--- config.mk ---
export PLATFORM = sky130hd
export DESIGN_NAME = bit_serializer
export DESIGN_NICKNAME = d
export VERILOG_FILES = /design/src/rtl/mac_pkg.sv /design/src/rtl/word_slot.sv /design/src/rtl/bit_serializer.sv
export SDC_FILE = /design/constraint.sdc
export NUM_CORES = 1
export LEC_CHECK = 0
export CORE_ASPECT_RATIO = 0.6
export CORE_MARGIN = 8
export CORE_UTILIZATION = 59
export DETAILED_ROUTE_END_ITERATION = 16
export PLACE_DENSITY = 0.85
export SLEW_MARGIN = 0
export SYNTH_ARGS = -nofsm -noshare
export SYNTH_HDL_FRONTEND = slang
export SYNTH_HIERARCHICAL = 1
export SYNTH_SLANG_ARGS = --single-unit
--- constraint.sdc ---
create_clock -name clk -period 3.9 [get_ports clk]
set_input_delay 0.78 -clock clk [delete_from_list [all_inputs] [get_ports clk]]
set_output_delay 0.78 -clock clk [all_outputs]
set_load 0.1 [all_outputs]
--- src/rtl/mac_pkg.sv ---
// Shared widths, FSM state type and precision helper for the MAC weight-feed path.
package mac_pkg;

    localparam int unsigned DATA_W = 16;
    localparam int unsigned PREC_W = 4;
    localparam int unsigned CNT_W  = 16;

    typedef enum logic {
        IDLE  = 1'b0,
        SHIFT = 1'b1
    } state_t;

    // A precision of zero still emits one bit.
    function automatic logic [PREC_W-1:0] eff_prec(input logic [PREC_W-1:0] p);
        return (p == '0) ? PREC_W'(1) : p;
    endfunction

endpackage

--- src/rtl/word_slot.sv ---
// Holding register for one operand word: data, remaining bit count and valid flag.
module word_slot
    import mac_pkg::*;
(
    input  logic              clk,
    input  logic              rst,
    input  logic              load,
    input  logic              clear,
    input  logic              shift,
    input  logic [DATA_W-1:0] load_data,
    input  logic [PREC_W-1:0] load_prec,
    output logic [DATA_W-1:0] data,
    output logic [PREC_W-1:0] prec,
    output logic              valid
);

    // Load wins over clear, clear wins over shift; clear zeroes data so an idle slot shows 0.
    always_ff @(posedge clk or negedge rst) begin
        if (!rst) begin
            data  <= '0;
            prec  <= '0;
            valid <= 1'b0;
        end else if (load) begin
            data  <= load_data;
            prec  <= load_prec;
            valid <= 1'b1;
        end else if (clear) begin
            data  <= '0;
            prec  <= '0;
            valid <= 1'b0;
        end else if (shift) begin
            data  <= {1'b0, data[DATA_W-1:1]};
            prec  <= prec - PREC_W'(1);
        end
    end

endmodule

--- src/rtl/bit_serializer.sv ---
// Parallel-to-serial feeder for the bit-serial weight FIFO, LSB first, with a pending word slot.
module bit_serializer
    import mac_pkg::*;
(
    input  logic              clk,
    input  logic              rst,
    input  logic              in_valid,
    output logic              in_ready,
    input  logic [DATA_W-1:0] in_data,
    input  logic [PREC_W-1:0] in_prec,
    input  logic              fifo_full,
    output logic              bit_valid,
    output logic              bit_out,
    output logic              bit_last,
    output logic              busy,
    output logic [CNT_W-1:0]  word_cnt
);

    state_t            state;
    state_t            state_nxt;

    logic [DATA_W-1:0] act_sr;
    logic [PREC_W-1:0] act_cnt;
    logic              act_valid;
    logic [DATA_W-1:0] pend_data;
    logic [PREC_W-1:0] pend_prec;
    logic              pend_valid;

    logic              accept;
    logic              complete;
    logic              act_load;
    logic              act_clear;
    logic              act_from_pend;
    logic              pend_load;
    logic              pend_clear;
    logic [DATA_W-1:0] act_load_data;
    logic [PREC_W-1:0] act_load_prec;
    logic [PREC_W-1:0] in_eff_prec;

    assign bit_out     = act_sr[0];
    assign bit_valid   = act_valid & ~fifo_full;
    assign bit_last    = act_valid & (act_cnt == PREC_W'(1));
    assign in_ready    = ~pend_valid;
    assign busy        = act_valid | pend_valid;

    assign accept      = in_valid & in_ready;
    assign complete    = bit_valid & bit_last;
    assign in_eff_prec = eff_prec(in_prec);

    // Load priority: refill from pend on completion, else take the incoming word directly when act frees up.
    always_comb begin
        state_nxt     = state;
        act_load      = 1'b0;
        act_clear     = 1'b0;
        act_from_pend = 1'b0;
        pend_load     = 1'b0;
        pend_clear    = 1'b0;
        case (state)
            IDLE: begin
                if (accept) begin
                    act_load  = 1'b1;
                    state_nxt = SHIFT;
                end
            end
            SHIFT: begin
                if (complete) begin
                    if (pend_valid) begin
                        act_load      = 1'b1;
                        act_from_pend = 1'b1;
                        pend_clear    = 1'b1;
                    end else if (accept) begin
                        act_load      = 1'b1;
                    end else begin
                        act_clear     = 1'b1;
                        state_nxt     = IDLE;
                    end
                end else if (accept) begin
                    pend_load = 1'b1;
                end
            end
            default: state_nxt = IDLE;
        endcase
    end

    assign act_load_data = act_from_pend ? pend_data : in_data;
    assign act_load_prec = act_from_pend ? pend_prec : in_eff_prec;

    word_slot u_act (
        .clk       (clk),
        .rst       (rst),
        .load      (act_load),
        .clear     (act_clear),
        .shift     (bit_valid),
        .load_data (act_load_data),
        .load_prec (act_load_prec),
        .data      (act_sr),
        .prec      (act_cnt),
        .valid     (act_valid)
    );

    word_slot u_pend (
        .clk       (clk),
        .rst       (rst),
        .load      (pend_load),
        .clear     (pend_clear),
        .shift     (1'b0),
        .load_data (in_data),
        .load_prec (in_eff_prec),
        .data      (pend_data),
        .prec      (pend_prec),
        .valid     (pend_valid)
    );

    always_ff @(posedge clk or negedge rst) begin
        if (!rst) begin
            state    <= IDLE;
            word_cnt <= '0;
        end else begin
            state <= state_nxt;
            if (complete) begin
                word_cnt <= word_cnt + CNT_W'(1);
            end
        end
    end

endmodule

* Yosys cells after proc, flatten, opt, wreduce, memory -nomap -nowiden
Cells that the tools add are included.
** Word-level totals
- Register bits after elaboration :: 59
- Output and inout port bits :: 21
- Word-level logic and storage cells :: 55
** Cells by class
- $add $sub $neg :: 2
- Eq/ne operators :: 1
- Mux-type cells :: 32
- Bitwise logic cells :: 8
- Reductions and logical operators :: 4
** Operators by type and width (count)
- $mux 16 :: 6
- $mux 4 :: 7
- $mux 1 :: 17
- $add 16x1->16 const B :: 1
- $and 1x1->1 :: 4
- $eq 4x1->1 const B :: 1
- $logic_not 4->1 :: 1
- $pmux 1 s2 :: 2
- $reduce_bool 2->1 :: 2
- $sub 4x1->4 const B :: 1
- $not 1->1 :: 3
- $reduce_bool 3->1 :: 1
- $or 1x1->1 :: 1

* Longest topological paths before layout
Gate-level depths: netlist of run 1.
- Depth after elaboration :: 8
- Gate-level depth with buffers :: 9
- Gate-level depth less buffers :: 6

* By module
Netlist of run 1, hierarchy kept.
** By module, submodules not included
- word_slot :: times used 2, cells an instance 95, area an instance 1029.7 um^2
- bit_serializer :: times used 1, cells an instance 104, area an instance 1196.1 um^2

* Worst setup path after synthesis of run 1
No wires, ideal clock.
- Kind :: flip-flop to output port
- Start :: register u_act.prec[1]
- End :: output bit_last
- Arrival time :: 2.217 ns
- Data required time :: 3.120 ns
- Slack :: 0.903 ns
- Cell stages (with the launch flop) :: 3
- Path through :: dfrtp_1 > or4b_4 > nor2_1
** On the way
- Longest elaborated chain between the ends :: 2
** RTL lines
- start: declaration :: line word_slot.sv:13 : output logic [PREC_W-1:0] prec,
- start signal: assignment :: line word_slot.sv:25 : prec <= load_prec;
- start signal: assignment :: line word_slot.sv:33 : prec <= prec - PREC_W'(1);
- $eq 4x1->1 :: line bit_serializer.sv:42 : assign bit_last = act_valid & (act_cnt == PREC_W'(1));
- $and 1x1->1 :: line bit_serializer.sv:42
- end: declaration :: line bit_serializer.sv:14 : output logic bit_last,
Every way passes these cells.

* Worst setup path in the final report of run 1
- Start :: input fifo_full
- End :: register u_pend.prec[3]
** On the way
- Longest elaborated chain between the ends :: 6
** RTL lines
- start: declaration :: line bit_serializer.sv:11 : input logic fifo_full,
- $not 1->1 * :: line bit_serializer.sv:41 : assign bit_valid = act_valid & ~fifo_full;
- $and 1x1->1 * :: line bit_serializer.sv:41
- $and 1x1->1 * :: line bit_serializer.sv:47 : assign complete = bit_valid & bit_last;
- $mux 1 * :: line bit_serializer.sv:66 : if (complete) begin
- $mux 1 * :: line bit_serializer.sv:58 : case (state)
- named net pend_load :: line bit_serializer.sv:34 : logic pend_load;
- $mux 4 or $reduce_bool 2->1 (tied branches)
- end signal: assignment :: line word_slot.sv:25
- end signal: assignment :: line word_slot.sv:33
- end: declaration :: line word_slot.sv:13
Mark *: on every way through the listed nets, which the timed path passes. The rest lies on a longest branch.
A chain may end at the register's enable or synchronous reset.

==> results list, run 1 <==
* Worst clock skew: 5.71 ps
- Critical Setup Path Class: input pin to flop
- Quantity of I/O buffers inserted on ports: 44
* Total half-perimeter wirelength after legalization and detailed placement: 5130 um
- For the pin with the worst max-slew slack, the measured transition is 1070 ps.
- Worst min-delay path endpoint: word_cnt[15]$_DFFE_PN0N_
* Via count of the first global-routing pass: 2,275
- Worst Hold Launch: word_cnt[15]$_DFFE_PN0N_
* Core area: 0.00544 mm^2
- Filler Cell Count: 382
- Critical Path RT: 4120 ps
- P&R area growth vs syn: 18.7%
- The initial antenna violation count was 0.
* Crit Reg-Reg Endpoint: u_pend/prec[3]$_DFFE_PN0P_
- Total I/O pin count: 45
- Walking the worst path, the cells encountered are clkdlybuf4s50_1 > nand2b_1 > or2_1 > and4_2 > or2_1 > buf_4 > o21ai_1.
- At the end of the flow, the number of nets in the layout was 366.
* Cells after Synth: 294
- Combined area of all synthesized cells: 0.00326 mm^2
- The path class of the tightest hold or removal check is flop to flop.
* Total wirelength of the detailed-routed design: 7160 um
* Crit Reg-Reg Startpoint: u_act/prec[1]$_DFFE_PN0P_
* Met2 usage in global routing: 26.2%
- Proportion of synthesized flip-flops having asynchronous set or reset: 100%
- In this run the static leakage power is 1.75 nW.
* Maximum net fanout on the critical path: 23
* Synthesis-stage register bit count: 59
* Final number of setup-violating endpoints: 0
- Placed Cells: 397
* Number of buffers created by CTS: 9
- Once the floorplan was initialized, standard cells occupied 59.9% of the core.
* Pwr/cell area: 678 mW/mm^2
- Number of design-rule violations left by the first detailed-router iteration: 176
- Number of cell rows: 21
* Predominant post-synthesis flop cell: sky130_fd_sc_hd__dfrtp_1
- At the end of routability-driven placement, the weighted congestion stood at 0.797.
- CTS tree: yes
- Once detail routing completed, the nets flagged for antenna violations numbered 0.
- During synthesis, Yosys emitted a total of 6 warnings.
* Worst slack on hold paths: 482 ps
* Sink count of the clock tree: 59
- Via/cell ratio: 5.56
- The longest clock path from root to sink contains 2 buffers.
* Number of max-slew violations in the final report: 0
- The final number of hold-violating endpoints was 0.
- After clock tree synthesis, the clock-pin slew on the worst setup and hold paths is 60 ps.
- First-pass detailed-route iteration total: 4
- Startpoint class of the critical path: input pin
- The repair_antennas step left the layout with diodes totalling 0.
- Largest net degree at the start of global routing: 49
- Subtracting the final worst setup slack from the clock period gives 2940 ps.
- Peak supply drop: 293 uV
- Wire length of the first global-routing pass: 11,400 um
- By instance count, the cell type seen most on the critical path is sky130_fd_sc_hd__or2_1.
- Worst EP arrival: 3160 ps
- Dividing the final minimum period by the clock period gives 75.3%.
- Across every metal layer, demand over resource in global routing totals 18.0%.
- After routing the design area is 0.00386 mm^2.
- Post-Syn Area per Cell: 11.1 um^2
- In this run the post-CTS setup repair buffer count came out at 0.
* Area of the multi-input gates: 0.00160 mm^2
* Max-cap viol count: 0
- Die height: 73.5 um
* Delay of the slowest critical-path stage: 590 ps
* Worst-Skew Late Latency: 340 ps
* Slowest stage cell, crit path: sky130_fd_sc_hd__and4_2
* Hold path depth: 1
- Unrepaired setup endpoints after global routing: no
- The floorplan step set the die width to 112 um.
- Layout cell share with drive strength beyond 1: 20.4%
- Via Count: 2,291
- The number of gates resized after CTS was 0.
- Setup total negative slack on the finished layout was measured at 0 ps.
- Layer with the highest usage after global routing: met2
- The synthesized design contains 0 enable-type register cells.
- In this run, post-CTS hold repair placed 0 buffers.
- In the final layout, flip-flops and latches occupy 0.00148 mm^2.
- Met1 track utilization from global routing: 24.0%
- Number of remaining DRC errors: 0
- Relative slew slack: 28.7%
* Global routing met3 resource utilization: 7.05%
- The root buffer cell chosen for the clock tree is sky130_fd_sc_hd__clkbuf_8.
- Counting cells, the worst reg-to-reg path comes to 6.
* H-tree levels: 3
- Full die area: 0.00823 mm^2
- Filler-free cell count of the finished design: 412
- The share of the Yosys chip area taken by registers is 45.3%.
* Result of the run: finished, final reports clean
- Overflow after GRT: 0
- Cell variety after synth: 36
- STA classifies the critical path endpoint as a flop.
- Achievable Freq: 0.341 GHz
- After detailed placement, the total cell area comes to 0.00368 mm^2.
* Mean routed wirelength per cell: 17.4 um
- For flop-to-flop paths, the worst setup slack is 1130 ps.
==> placed cells by master, fill, tap and decap left out, types with 3 or more instances in the layout <==
cell	count
sky130_fd_sc_hd__dfrtp_1	59
sky130_fd_sc_hd__nand2_1	53
sky130_fd_sc_hd__clkdlybuf4s50_1	41
sky130_fd_sc_hd__mux2i_1	30
sky130_fd_sc_hd__o21ai_2	20
sky130_fd_sc_hd__mux2_4	19
sky130_fd_sc_hd__o21ai_0	19
sky130_fd_sc_hd__xnor2_1	16
sky130_fd_sc_hd__clkbuf_8	12
sky130_fd_sc_hd__inv_1	9
sky130_fd_sc_hd__buf_4	7
sky130_fd_sc_hd__nor2_1	5
sky130_fd_sc_hd__xor2_1	5
sky130_fd_sc_hd__and3_1	4
sky130_fd_sc_hd__nand3_1	4
sky130_fd_sc_hd__or2_1	3
sky130_fd_sc_hd__nand4_1	3
sky130_fd_sc_hd__ha_1	3
sky130_fd_sc_hd__conb_1	3
==> cell usage after synthesis (2+ instances only) <==
| cell type | count | area, um^2 |
|---|---|---|
| sky130_fd_sc_hd__o21ai_1 | 2 | 10.0 |
| sky130_fd_sc_hd__clkbuf_1 | 7 | 26.3 |
| sky130_fd_sc_hd__buf_4 | 4 | 30.0 |
| sky130_fd_sc_hd__o21ai_2 | 20 | 175 |
| sky130_fd_sc_hd__nand2_1 | 53 | 199 |
| sky130_fd_sc_hd__nand3_1 | 4 | 20.0 |
| sky130_fd_sc_hd__nor3_1 | 2 | 10.0 |
| sky130_fd_sc_hd__buf_6 | 5 | 56.3 |
| sky130_fd_sc_hd__ha_1 | 3 | 37.5 |
| sky130_fd_sc_hd__and4_1 | 2 | 17.5 |
| sky130_fd_sc_hd__a21o_1 | 2 | 15.0 |
| sky130_fd_sc_hd__dfrtp_1 | 59 | 1480 |
| sky130_fd_sc_hd__and3_1 | 4 | 25.0 |
| sky130_fd_sc_hd__xor2_1 | 5 | 43.8 |
| sky130_fd_sc_hd__or2_1 | 3 | 18.8 |
| sky130_fd_sc_hd__mux2_4 | 19 | 285 |
| sky130_fd_sc_hd__nand4_1 | 3 | 18.8 |
| sky130_fd_sc_hd__mux2i_1 | 30 | 300 |
| sky130_fd_sc_hd__inv_1 | 9 | 33.8 |
| sky130_fd_sc_hd__a32o_1 | 2 | 20.0 |
| sky130_fd_sc_hd__o21ai_0 | 19 | 95.1 |
| sky130_fd_sc_hd__nor2_1 | 5 | 18.8 |
| sky130_fd_sc_hd__xnor2_1 | 16 | 140 |
| sky130_fd_sc_hd__buf_12 | 2 | 40.0 |
| sky130_fd_sc_hd__mux2_2 | 2 | 22.5 |
| sky130_fd_sc_hd__nor4b_2 | 2 | 30.0 |
==> power by group <==
group / switching (mW) / total (mW) / internal (mW)
registers: 0.179 / 1.01 / 0.830
clock network: 0.225 / 0.501 / 0.277
logic: 0.681 / 1.11 / 0.428
==> kinds of logic (layout without fill, tap and decap cells) <==
group | count (synthesis) | in the layout | share of synthesized area [%]
AND/OR/NAND/NOR | 86 | 86 | 13.4
flip-flops | 59 | 59 | 45.3
multiplexers | 51 | 51 | 18.7
AO/OA/AOI/OAI | 46 | 46 | 9.92
buffers and inverters | 27 | 74 | 5.73
XOR/XNOR | 21 | 21 | 5.65
adder cells (fa/ha/maj) | 3 | 3 | 1.15
other | 1 | 3 | 0.115
==> per-layer routing <==
layer | vias up | wire length (um)
met4 | 0 | 137
met5 | - | 0
met1 | 1121 | 3380
li1 | 1093 | -
met2 | 65 | 3240
met3 | 12 | 409
==> worst max-delay path: cells and delay by family <==
| kind | cells | cell delay [ps] |
|---|---|---|
| AO/OA/AOI/OAI | 1 | 100 |
| buffers and inverters | 2 | 750 |
| AND/OR/NAND/NOR | 4 | 1520 |
==> per-stage QoR <==
step	setup slack [ps]	power (mW)	util (%)
finish	964	2.62	71.0
global route	833	2.76	71.0
CTS	1020	2.62	71.0
detailed placement	663	2.11	67.7
global placement	752	2.06	67.7
floorplan	903	1.87	-
==> worst max path at each step <==
stage / from / to / slack [ps] / depth (start not counted)
after floorplan: u_act/prec[1]$_DFFE_PN0P_ / bit_last / 900 / 2
after CTS: fifo_full / u_pend/prec[3]$_DFFE_PN0P_ / 1020 / 7
final: fifo_full / u_pend/prec[3]$_DFFE_PN0P_ / 960 / 7
after global routing: fifo_full / u_pend/prec[3]$_DFFE_PN0P_ / 830 / 7
after detailed placement: fifo_full / u_pend/prec[3]$_DFFE_PN0P_ / 660 / 7
after global placement: fifo_full / u_pend/prec[3]$_DFFE_PN0P_ / 750 / 7
==> flip-flops by register name, summed over array words and instances, names as in the netlist <==
signal        cells
u_act/prec        4
u_pend/prec       4
u_act/data       16
u_act/valid       1
u_pend/data      16
u_pend/valid      1
word_cnt         16
state             1
==> final cells by class <==
type | instances | area share, %
multi-input combinational | 210 | 41.4
sequential | 59 | 38.2
timing repair buffer | 50 | 12.6
clock buffer | 13 | 4.37
tap | 69 | 2.23
inverter | 9 | 0.874
clock inverter | 2 | 0.259
Power figures use the tool's default switching activity.
==> run 2: changes to the inputs <==
CORE_UTILIZATION = 50   (was 59)
PLACE_DENSITY = 0.77   (was 0.85)
clock period = 2.6 ns   (was 3.9 ns; I/O delays follow)
==> results list, run 2 (synthesized netlist as in run 1, its figures left out) <==
- After detailed routing, the total wire length is 7100 um.
* Kind of end point of the critical path: flop
- Total half-perimeter wirelength after legalization and detailed placement: 5150 um
* Final hold viol count: 0
* Sink count of the clock tree: 59
* Cell at the root of the clock tree: sky130_fd_sc_hd__clkbuf_8
- Min Clock Period, post-route: 2480 ps
- The area growth from synthesis to layout is 20.6%.
- Core area: 0.00619 mm^2
- The initial antenna violation count was 0.
* Delay of the slowest critical-path stage: 590 ps
- Dividing total power by cell area gives a power density of 1020 mW/mm^2.
- The finished layout holds 432 standard cells, fillers aside.
- In this run the remaining antenna-violating nets after routing total 0.
* Number of cell rows: 22
- After detailed routing, the average wire length per cell comes to 16.4 um.
* Most common cell after layout, fill and taps aside: sky130_fd_sc_hd__dfrtp_1
* Crit Reg-Reg Startpoint: u_act/prec[1]$_DFFE_PN0P_
* Crit share post-route: 95.2%
- Detailed routing inserted a total of 2,275 vias.
- Wire length of the first global-routing pass: 12,100 um
- For this design the top-level I/O count stands at 45.
- Via/cell ratio: 5.27
- In this run the most used layer during global routing was met2.
- Most used cells in the layout excluding fill and tap cells: sky130_fd_sc_hd__dfrtp_1, sky130_fd_sc_hd__nand2_1, sky130_fd_sc_hd__mux2i_1
- Maximum count of clock buffers along a single path: 2
* Worst-Skew Late Latency: 330 ps
* Slew at the pin closest to its max-slew limit: 745 ps
* Number of buffers inserted to repair setup after CTS: 0
* Class of the tightest hold or removal check: input pin to async pin
- The most critical setup path has its startpoint at u_act/prec[1]$_DFFE_PN0P_.
- Global routing consumed, on the met3 layer, 7.50% of the routing resources.
- The number of max-slew violations in the final report was 0.
- Net count reported at finish: 371
- The clock arrives with 7.55 ps of skew.
- The number of clock buffers added by TritonCTS is 9.
* Slowest stage cell, crit path: sky130_fd_sc_hd__or4b_4
- Floorplan die width: 120 um
- In the global route stage, met1 resource usage came out at 21.3%.
- Effective utilization at floorplan: 52.6%
* Cell repeated most along the worst path: sky130_fd_sc_hd__or2_1
* CTS tree: yes
- For this block, the initial DRC count from the detailed router was 170.
- Routability-driven placement congestion ratio: 0.806
- The worst-case IR drop observed on VDD is 474 uV.
* Achievable Freq: 0.404 GHz
* Via count of the first global-routing pass: 2,356
* Number of remaining DRC errors: 0
* Crit path setup slack, layout: 124 ps
- Power comes to 3.99 mW.
- Setup Total Neg Slack: 0 ps
- Post-placement worst setup slack: 28.8 ps
- Startpoint class of the critical path: flop
- The floorplan step defined a die boundary enclosing 0.00943 mm^2.
- Cells with a size suffix above 1 make up 27.3% of the layout.
- Quantity of I/O buffers inserted on ports: 44
- Result of the run: finished, final reports clean
- Relative slew slack: 50.3%
- CTS built an H-tree with a depth of 3.
- Leakage dissipation: 1.82 nW
- Data arrives at the worst endpoint at 2680 ps.
* Unrepaired setup endpoints after global routing: no
- Across all hold checks on the routed design, the worst slack comes to 331 ps.
- The repair_antennas step left the layout with diodes totalling 0.
* Largest net degree at the start of global routing: 60
- Across every metal layer, demand over resource in global routing totals 16.1%.
- Worst-path cell chain: or4b_4 > or2_1 > nor4b_1 > or2_1 > buf_12 > o21ai_0
* Placed Cells: 417
- Largest registers in the final layout: u_act/data (16), u_pend/data (16), word_cnt (16)
- Die height: 78.5 um
* Critical Setup Path Class: flop to flop
- Clock-pin slew was measured on the worst setup and hold paths at 60 ps.
* First-pass detailed-route iteration total: 4
- Max-cap viol count: 0
- Setup violations remaining at the end of the flow were counted as 0.
- Met2 usage in global routing: 23.3%
- Summed over all layers, the global routing overflow is 0.
* Number of buffers added to fix hold violations after cts: 0
* Resized cells post-CTS: 0
- Critical Path RT: 2800 ps
- Maximum net fanout on the critical path: 19
[run 2: metal layers]
metal / routed length [um] / vias to the layer above
met4: 31 / 0
met1: 3370 / 1093
met5: 0 / -
met3: 571 / 4
li1: - / 1115
met2: 3130 / 63
[run 2: final timing paths]
check,to,slack [ps],cells past startpoint
min in group clk,word_cnt[15]$_DFFE_PN0N_,480,1
worst max-delay path,u_act/data[3]$_DFFE_PN0P_,120,6
worst min-delay path,u_pend/data[8]$_DFFE_PN0P_,330,2
worst max register to register,u_act/data[3]$_DFFE_PN0P_,120,6
max in group asynchronous,u_act/data[0]$_DFFE_PN0P_,1770,2
worst min register to register,word_cnt[15]$_DFFE_PN0N_,480,1
[run 2: final cells by class]
| type | count | area (um^2) |
|---|---|---|
| repair buffers | 55 | 528 |
| inverters | 9 | 33.8 |
| clock buffers | 13 | 169 |
| clock inverters | 2 | 10.0 |
| multi-input cells | 210 | 1600 |
| well taps | 84 | 105 |
| flip-flops and latches | 59 | 1480 |
| fillers | 489 | 2270 |
[run 2: where the power goes]
group,switching [mW],internal (mW)
clock,0.336,0.416
combinational,1.03,0.695
sequential,0.267,1.24
[run 2: stage by stage]
stage          util [%]  area [um^2]
2_1_floorplan         -         3270
3_3_place_gp       60.5         3750
3_5_place_dp       60.5         3750
4_1_cts            63.4         3930
5_1_grt            63.4         3930
6_report           63.4         3930
[run 2: worst max-delay path, delay by kind of cell, from the launching register on]
kind	cells	cell delay (ps)
buffers and inverters	1	180
AOI/OAI and AO/OA	1	110
and+or+nand+nor	4	1650
DFF	1	410
